<file path="src/rtl/stq_ring_ctl_pkg.sv">
// Shared store-queue constants, pointer type and modular pointer arithmetic.
package stq_ring_ctl_pkg;
  localparam int STQ_BUF_COUNT = 64;
  localparam int STQ_IDX_W     = 6;

  // Top bit is the wrap bit, so full (distance BUF_COUNT) and empty (0) differ.
  typedef logic [STQ_IDX_W:0] stq_ptr_t;

  function automatic stq_ptr_t ptr_dist(input stq_ptr_t a, input stq_ptr_t b);
    return a - b;
  endfunction
endpackage

</file>
<file path="src/rtl/stq_range_mask.sv">
// Wrapped range mask: bit i set when index i lies in [start_ptr, end_ptr).
module stq_range_mask
  import stq_ring_ctl_pkg::*;
#(
  parameter int BUF_COUNT = STQ_BUF_COUNT,
  parameter int IDX_W     = STQ_IDX_W
) (
  input  logic [IDX_W:0]     start_ptr,
  input  logic [IDX_W:0]     end_ptr,
  input  logic               en,
  output logic [BUF_COUNT-1:0] mask
);
  logic [IDX_W:0] len;

  // len is IDX_W+1 bits so a range covering every entry still compares true.
  assign len = end_ptr - start_ptr;

  for (genvar i = 0; i < BUF_COUNT; i++) begin : g_bit
    logic [IDX_W-1:0] off;
    assign off     = IDX_W'(i) - start_ptr[IDX_W-1:0];
    assign mask[i] = en & ({1'b0, off} < len);
  end
endmodule

</file>
<file path="src/rtl/stq_ring_ctl.sv">
// Store-queue ring controller: dual allocate, dual retire, single drain, flush.
module stq_ring_ctl
  import stq_ring_ctl_pkg::*;
#(
  parameter int BUF_COUNT = STQ_BUF_COUNT,
  parameter int IDX_W     = STQ_IDX_W
) (
  input  logic                 clk,
  input  logic                 rst,
  input  logic                 stallA,
  input  logic                 excpt,
  input  logic                 alloc0_req,
  input  logic                 alloc1_req,
  output logic                 alloc_gnt,
  output logic [IDX_W-1:0]     alloc0_idx,
  output logic [IDX_W-1:0]     alloc1_idx,
  output logic [BUF_COUNT-1:0] wrt0_en,
  output logic [BUF_COUNT-1:0] wrt1_en,
  input  logic [1:0]           retire_cnt,
  output logic [BUF_COUNT-1:0] passe_en,
  output logic                 drain_valid,
  output logic [IDX_W-1:0]     drain_idx,
  input  logic                 drain_ready,
  output logic [BUF_COUNT-1:0] free_en,
  output logic [IDX_W:0]       occupancy,
  output logic                 full,
  output logic                 empty
);
  logic [IDX_W:0]     head, ret, tail;
  logic [IDX_W:0]     occ, unret, retd, space, ret_end;
  logic [1:0]         req, rc, eff;
  logic               gnt, fire;
  logic [BUF_COUNT-1:0] flush_mask;

  assign occ   = ptr_dist(tail, head);
  assign unret = ptr_dist(tail, ret);
  assign retd  = ptr_dist(ret, head);

  // Lane 1 only counts when lane 0 is also requesting.
  assign req   = {alloc0_req & alloc1_req, alloc0_req & ~alloc1_req};
  assign space = (IDX_W+1)'(BUF_COUNT) - occ;
  assign gnt   = rst & (req != 2'd0) & ~stallA & ~excpt & (space >= (IDX_W+1)'(req));

  assign alloc_gnt  = gnt;
  assign alloc0_idx = tail[IDX_W-1:0];
  assign alloc1_idx = alloc0_idx + IDX_W'(1);
  assign wrt0_en    = gnt ? (BUF_COUNT'(1) << alloc0_idx) : '0;
  assign wrt1_en    = (gnt & alloc1_req) ? (BUF_COUNT'(1) << alloc1_idx) : '0;

  always_comb begin
    rc  = (retire_cnt == 2'd3) ? 2'd2 : retire_cnt;
    eff = 2'd0;
    if (rst & ~excpt)
      eff = (unret < (IDX_W+1)'(rc)) ? unret[1:0] : rc;
  end

  assign ret_end = ret + (IDX_W+1)'(eff);

  stq_range_mask #(.BUF_COUNT(BUF_COUNT), .IDX_W(IDX_W)) u_passe (
    .start_ptr (ret),
    .end_ptr   (ret_end),
    .en        (rst),
    .mask      (passe_en)
  );

  stq_range_mask #(.BUF_COUNT(BUF_COUNT), .IDX_W(IDX_W)) u_flush (
    .start_ptr (ret),
    .end_ptr   (tail),
    .en        (rst & excpt),
    .mask      (flush_mask)
  );

  // Drain depends only on head/ret, so alloc and flush never disturb it.
  assign drain_valid = rst & (retd != '0);
  assign drain_idx   = head[IDX_W-1:0];
  assign fire        = drain_valid & drain_ready;
  assign free_en     = flush_mask | (fire ? (BUF_COUNT'(1) << drain_idx) : '0);

  assign occupancy = occ;
  assign full      = (occ == (IDX_W+1)'(BUF_COUNT));
  assign empty     = (occ == '0);

  always_ff @(posedge clk or negedge rst) begin
    if (!rst) begin
      head <= '0;
      ret  <= '0;
      tail <= '0;
    end else begin
      head <= head + (IDX_W+1)'(fire);
      ret  <= ret_end;
      tail <= excpt ? ret : tail + (gnt ? (IDX_W+1)'(req) : '0);
    end
  end
endmodule

</file>
<file path="config.mk">
export PLATFORM = sky130hd
export DESIGN_NAME = stq_ring_ctl
export DESIGN_NICKNAME = d
export VERILOG_FILES = /design/src/rtl/stq_ring_ctl_pkg.sv /design/src/rtl/stq_range_mask.sv /design/src/rtl/stq_ring_ctl.sv
export SDC_FILE = /design/constraint.sdc
export NUM_CORES = 1
export LEC_CHECK = 0
export CAP_MARGIN = 20
export CORE_MARGIN = 2
export CORE_UTILIZATION = 42
export CTS_BUF_LIST = sky130_fd_sc_hd__clkbuf_4
export CTS_CLUSTER_SIZE = 8
export DETAILED_ROUTE_END_ITERATION = 7
export GPL_ROUTABILITY_DRIVEN = 0
export PLACE_DENSITY = 0.72
export SLEW_MARGIN = 20
export SYNTH_ARGS = -nofsm -noshare
export SYNTH_HDL_FRONTEND = slang
export SYNTH_SLANG_ARGS = --single-unit
export TNS_END_PERCENT = 50
</file>
<file path="constraint.sdc">
create_clock -name clk -period 8.8 [get_ports clk]
set_input_delay 1.32 -clock clk [delete_from_list [all_inputs] [get_ports clk]]
set_output_delay 1.32 -clock clk [all_outputs]
set_load 0.02 [all_outputs]
</file>
### After elaboration in Yosys (flattened, before gate mapping)

Cells that the tools add are included.
Widths: inputs -> output; s select.

* register bits: 21
* latch bits: 0
* bits in writable memories: 0
* bits in read-only memories: 0
* input bits: 9
* output and inout bits: 285
* word-level logic and storage cells: 365
* memories kept: 0

* $add $sub $neg: 73
* $mul: 0
* div/mod/pow operators: 0
* magnitude comparators: 130
* eq/ne operators: 2
* shifts and indexed selects: 3
* multiplexer cells: 8
* bitwise logic cells: 143
* reductions and logical operators: 3

Operator list (count)
* $lt 6x7->1: 128
* $mux 64: 3
* $shl 1x6->64 const A: 3
* $sub 6x6->6 const A: 32
* $and 1x1->1: 139
* $sub 5x6->6 const A: 16
* $or 64x64->64: 1
* $sub 4x6->6 const A: 8
* $sub 7x7->7: 4
* $sub 3x6->6 const A: 4
* $add 7x2->7: 2
* $sub 1x6->6 const A: 2
* $sub 2x6->6 const A: 2
* $mux 2: 4
* $add 7x1->7: 1
* $eq 7x7->1 const B: 1
* $ge 7x2->1: 1
* $logic_not 7->1: 1
* $lt 7x2->1: 1
* $mux 7: 1
* $reduce_bool 7->1: 1
* $sub 7x7->7 const A: 1
* $add 6x1->6 const B: 1
* $not 1->1: 3
* 2 further kinds: 2

### Longest topological paths before layout

* depth after elaboration: 10
* mapped depth: 27
* gate-level depth less buffers: 27

### Modules after synthesis

From an unflattened synthesis, not the netlist that was laid out.

* cell total of the unflattened synthesis: 1677
* area total of the unflattened synthesis: 11365.9 um^2

By module, submodules not included
* stq_range_mask: times used 2, cells an instance 561, area an instance 3756.1 um^2, sequential area each 0.0 um^2
* stq_ring_ctl: times used 1, cells an instance 555, area an instance 3853.7 um^2, sequential area each 525.5 um^2

### Worst setup path before layout

OpenSTA, ideal clock, no wires.

* path type: flip-flop to output port
* from: register tail[0]
* to: output passe_en[59]
* data arrival time: 8049 ps
* required time: 7480 ps
* path slack: -569 ps
* cell stages (with the launch flop): 27
* path buffers: 0
* path through: dfrtp_1 > inv_1 > ha_1 > inv_1 > fa_1 > a21o_1 > a21oi_1 > xnor2_1 > o21ai_0 > nor4b_1 > mux2i_1 > and2_1 > ha_1 > inv_1 > fa_1 > inv_1 > ha_1 > nand3b_1 > a21oi_1 > a211oi_1 > xnor2_1 > ha_1 > a21oi_1 > nand2_1 > maj3_2 > maj3_1 > a21boi_1

* longest elaborated chain between the ends: 8

RTL lines
* from (decl): RTL line stq_ring_ctl.sv:29 `logic [IDX_W:0] head, ret, tail;`
* from (signal assigned): RTL line stq_ring_ctl.sv:91 `tail <= excpt ? ret : tail + (gnt ? (IDX_W+1)'(req) : '0);`
* $sub 7x7->7 *: RTL line stq_ring_ctl_pkg.sv:10 `return a - b;`
* $lt 7x2->1: RTL line stq_ring_ctl.sv:54 `eff = (unret < (IDX_W+1)'(rc)) ? unret[1:0] : rc;`
* $mux 2 *: RTL line stq_ring_ctl.sv:54
* $mux 2 *: RTL line stq_ring_ctl.sv:53 `if (rst & ~excpt)`
* $add 7x2->7 *: RTL line stq_ring_ctl.sv:57 `assign ret_end = ret + (IDX_W+1)'(eff);`
* net ret_end[1]: RTL line stq_ring_ctl.sv:30 `logic [IDX_W:0] occ, unret, retd, space, ret_end;`
* $sub 7x7->7 *: RTL line stq_range_mask.sv:16 `assign len = end_ptr - start_ptr;`
* $lt 6x7->1 *: RTL line stq_range_mask.sv:21 `assign mask[i] = en & ({1'b0, off} < len);`
* $and 1x1->1 *: RTL line stq_range_mask.sv:21
* to (decl): RTL line stq_ring_ctl.sv:20 `output logic [BUF_COUNT-1:0] passe_en,`

The timed path passes the listed nets; every way through them passes the cells marked *.

### Final worst setup path

* from: input retire_cnt[1]
* to: output passe_en[48]

* longest elaborated chain between the ends: 9

RTL lines
* from (decl): RTL line stq_ring_ctl.sv:19 `input logic [1:0] retire_cnt,`
* $eq 2x2->1: RTL line stq_ring_ctl.sv:51 `rc = (retire_cnt == 2'd3) ? 2'd2 : retire_cnt;`
* $mux 2 *: RTL line stq_ring_ctl.sv:51
* $lt 7x2->1: RTL line stq_ring_ctl.sv:54
* $mux 2 *: RTL line stq_ring_ctl.sv:54
* $mux 2 *: RTL line stq_ring_ctl.sv:53
* $add 7x2->7 *: RTL line stq_ring_ctl.sv:57
* net ret_end[1]: RTL line stq_ring_ctl.sv:30
* $sub 7x7->7 *: RTL line stq_range_mask.sv:16
* $lt 6x7->1 *: RTL line stq_range_mask.sv:21
* $and 1x1->1 *: RTL line stq_range_mask.sv:21

Marks and branches as above.

==> impl_metrics.json <==
{
  "grt_pass1_wl_mm": 63.2,
  "clock_path_buffers": 2,
  "status": "finished clean",
  "cts_resized": 0,
  "gr-total-overflow": 0,
  "stdcell_count": 2054,
  "synth_edf_count": 0,
  "die_area_um2": 27100,
  "syn_nets": 1726,
  "regToRegStartpoint": "tail[0]",
  "ys_seq_area_share_pct": 4.85,
  "post-route-period-util_pct": 96.2,
  "synthXorXnorAreaFrac_pct": 7.34,
  "syn2layout_area_growth_pct": 29.7,
  "cp_max_fo": 14,
  "cts_tree": "yes",
  "dp.cells": 2049,
  "clk_pin_slew_ns": 0.15,
  "numCtsBuffers": 3,
  "crit_type": "in -> out",
  "critPathLaunchType": "input pin",
  "grt_use_met1_pct": 39.9,
  "rows": 58,
  "die_w_um": 165,
  "vias_per_cell": 6.03,
  "end_kind": "output port",
  "final_core_util_pct": 55.6,
  "avgSynthCellArea_um2": 7.21,
  "busiest_layer": "met2",
  "hold_buffers": 0,
  "fin_crit_ns": 8.47,
  "drt_wl_total_mm": 41.5,
  "post-cts-setup-buffers": 0,
  "pre_cts_ws_ns": 0.0866,
  "ys_seq_elements": 21,
  "layout-drive-gt1-share_pct": 6.38,
  "setup_violations": 0,
  "slew_headroom_pct": 29.9,
  "setup_slack_ns": 0.333,
  "finalClockSkew_ns": 0.0149,
  "globalRouteMet3Util_pct": 5.20,
  "io_buffers": 293,
  "final_hold_viol_count": 0,
  "max_freq_ghz": 0.118,
  "synth_mux_area_share_pct": 0.485,
  "yosys.area_share.simple_pct": 21.8,
  "antenna_found_initial": 1,
  "synth-compound-area-share_pct": 25.1,
  "fillCellCount": 2412,
  "synth_top_area_cell": "ha_1",
  "synth_area_leaders": "ha_1 (24%), nor3_1 (6.2%), nand2_1 (5.8%)",
  "vias": 12400,
  "syn-cell-area_um2": 10800,
  "drt-initial-drc-count": 960,
  "cts-root-buf": "clkbuf_4",
  "grt_max_degree": 91,
  "whs_ns": 0.555,
  "worst_pin_slew_ns": 1.05,
  "clock_sinks": 21,
  "maxSlewViolCount": 0,
  "min_from": "head[4]",
  "avgRoutedWirePerCell_um": 20.2,
  "gr-usage-met2_pct": 47.0,
  "grtUsageTotal_pct": 29.4,
  "drv_cap": 0,
  "dp_hpwl_mm": 32.3,
  "startpoint": "retire_cnt[1]",
  "async_flop_share_pct": 100,
  "yosys.area.top_type_share_pct": 24.1,
  "yosysWarnings": 0,
  "min_path_type": "reg -> reg",
  "insertion_delay_ns": 0.34,
  "first_pass_iters": 5,
  "htreeDepth": 1,
  "cp.required_ns": 7.48,
  "syn_inst": 1503,
  "start_util_pct": 42.9,
  "yosysUniqueCellTypes": 73,
  "fin_nets": 1947,
  "drc": 0,
  "coreArea_um2": 25300,
  "synth_top_family_by_area": "adder cells",
  "yosys_most_used_dff": "dfrtp_1",
  "arrival_ns": 7.15,
  "die_h_um": 165,
  "io_pins": 294,
  "synthAdderAreaFrac_pct": 30.9,
  "grt_pass1_vias": 11300,
  "final_antenna_net_count": 0
}
[state kept, by name, summed over array words and instances, names as in the netlist]
signal / cells
head: 7
ret: 7
tail: 7
[stage by stage]
stage	TNS [ns]	area [µm²]
floorplan	0	10800
global placement	0	13900
detailed placement	0	13900
CTS	0	14000
global route	-0.152	14000
finish	0	14000
[worst max-delay path: stages]
cell and delay [ns]:
clkdlybuf4s50_1 0.47, inv_1 0.06, ha_1 0.27, o21ai_0 0.07, nand3b_1 0.10, nor4b_2 0.38
mux2i_1 0.22, and2_1 0.20, ha_1 0.24, inv_1 0.09, fa_1 0.54, inv_1 0.07
ha_1 0.29, nor4b_2 0.25, a211oi_2 0.09, xnor2_1 0.35, buf_6 0.26, ha_1 0.26
a21o_1 0.18, maj3_2 0.34, maj3_2 0.33, a21boi_2 0.15, clkdlybuf4s50_1 0.62
[area by class of cell]
cell class / instances / area, µm² / share of cell area [%]
antenna: 1 / 2.50 / 0.0178
clock buffer: 3 / 22.5 / 0.160
clock inverter: 1 / 5.00 / 0.0356
inverter: 135 / 509 / 3.62
multi-input combinational: 1236 / 9340 / 66.5
sequential: 21 / 526 / 3.74
tap: 330 / 413 / 2.94
timing repair buffer: 327 / 3230 / 23.0
[path summary, 6_finish.rpt]
kind	endpoint	slack, ns	cells past startpoint
setup / recovery	passe_en[48]	0.33	23
hold / removal	head[4]	0.56	1
setup reg to reg	tail[6]	3.84	19
hold reg to reg	head[4]	0.56	1
max in group asynchronous	ret[4]	6.97	2
min in group asynchronous	head[6]	1.22	2
[cells in the final DEF, fill, tap and decap left out, drive strengths merged, types with 10 or more instances in the layout]
cell type and count:
clkdlybuf4s50 279, ha 209, nand2 166, nor3 135, inv 134, o21ai 84, xnor2 72, nor2 66
maj3 59, nand3 53, a21o 50, a21oi 41, buf 35, a21boi 32, o221a 30, a31oi 26
o2bb2ai 26, o32ai 23, dfrtp 21, and2 16, xor2 14, nor2b 13, dlymetal6s2s 13, o31ai 13
a311oi 10
[routing by layer]
metal / wire, µm / up-vias
li1: - / 5863
met1: 17900 / 5848
met2: 18700 / 579
met3: 3600 / 98
met4: 1330 / 0
met5: 0 / -
[cell usage after synthesis (26+ instances only)]
cell and number:
a21o_1 50, a21oi_1 41, a31oi_1 26, buf_2 27, clkbuf_1 52, ha_1 209, inv_1 131, maj3_1 30
maj3_2 29, nand2_1 166, nand3_1 53, nor2_1 66, nor3_1 134, o21ai_0 84, o221a_1 30, o2bb2ai_1 26
xnor2_1 69
[cell families after synthesis]
group	Yosys count
xor gates and xnor gates	86
DFF	21
buffers and inverters	246
AOI/OAI and AO/OA	371
muxes	5
and+or+nand+nor	501
adders and majority gates	273
Power is not shown: default switching activity piles up to over one toggle a cycle in this logic, so the estimate is an artifact.
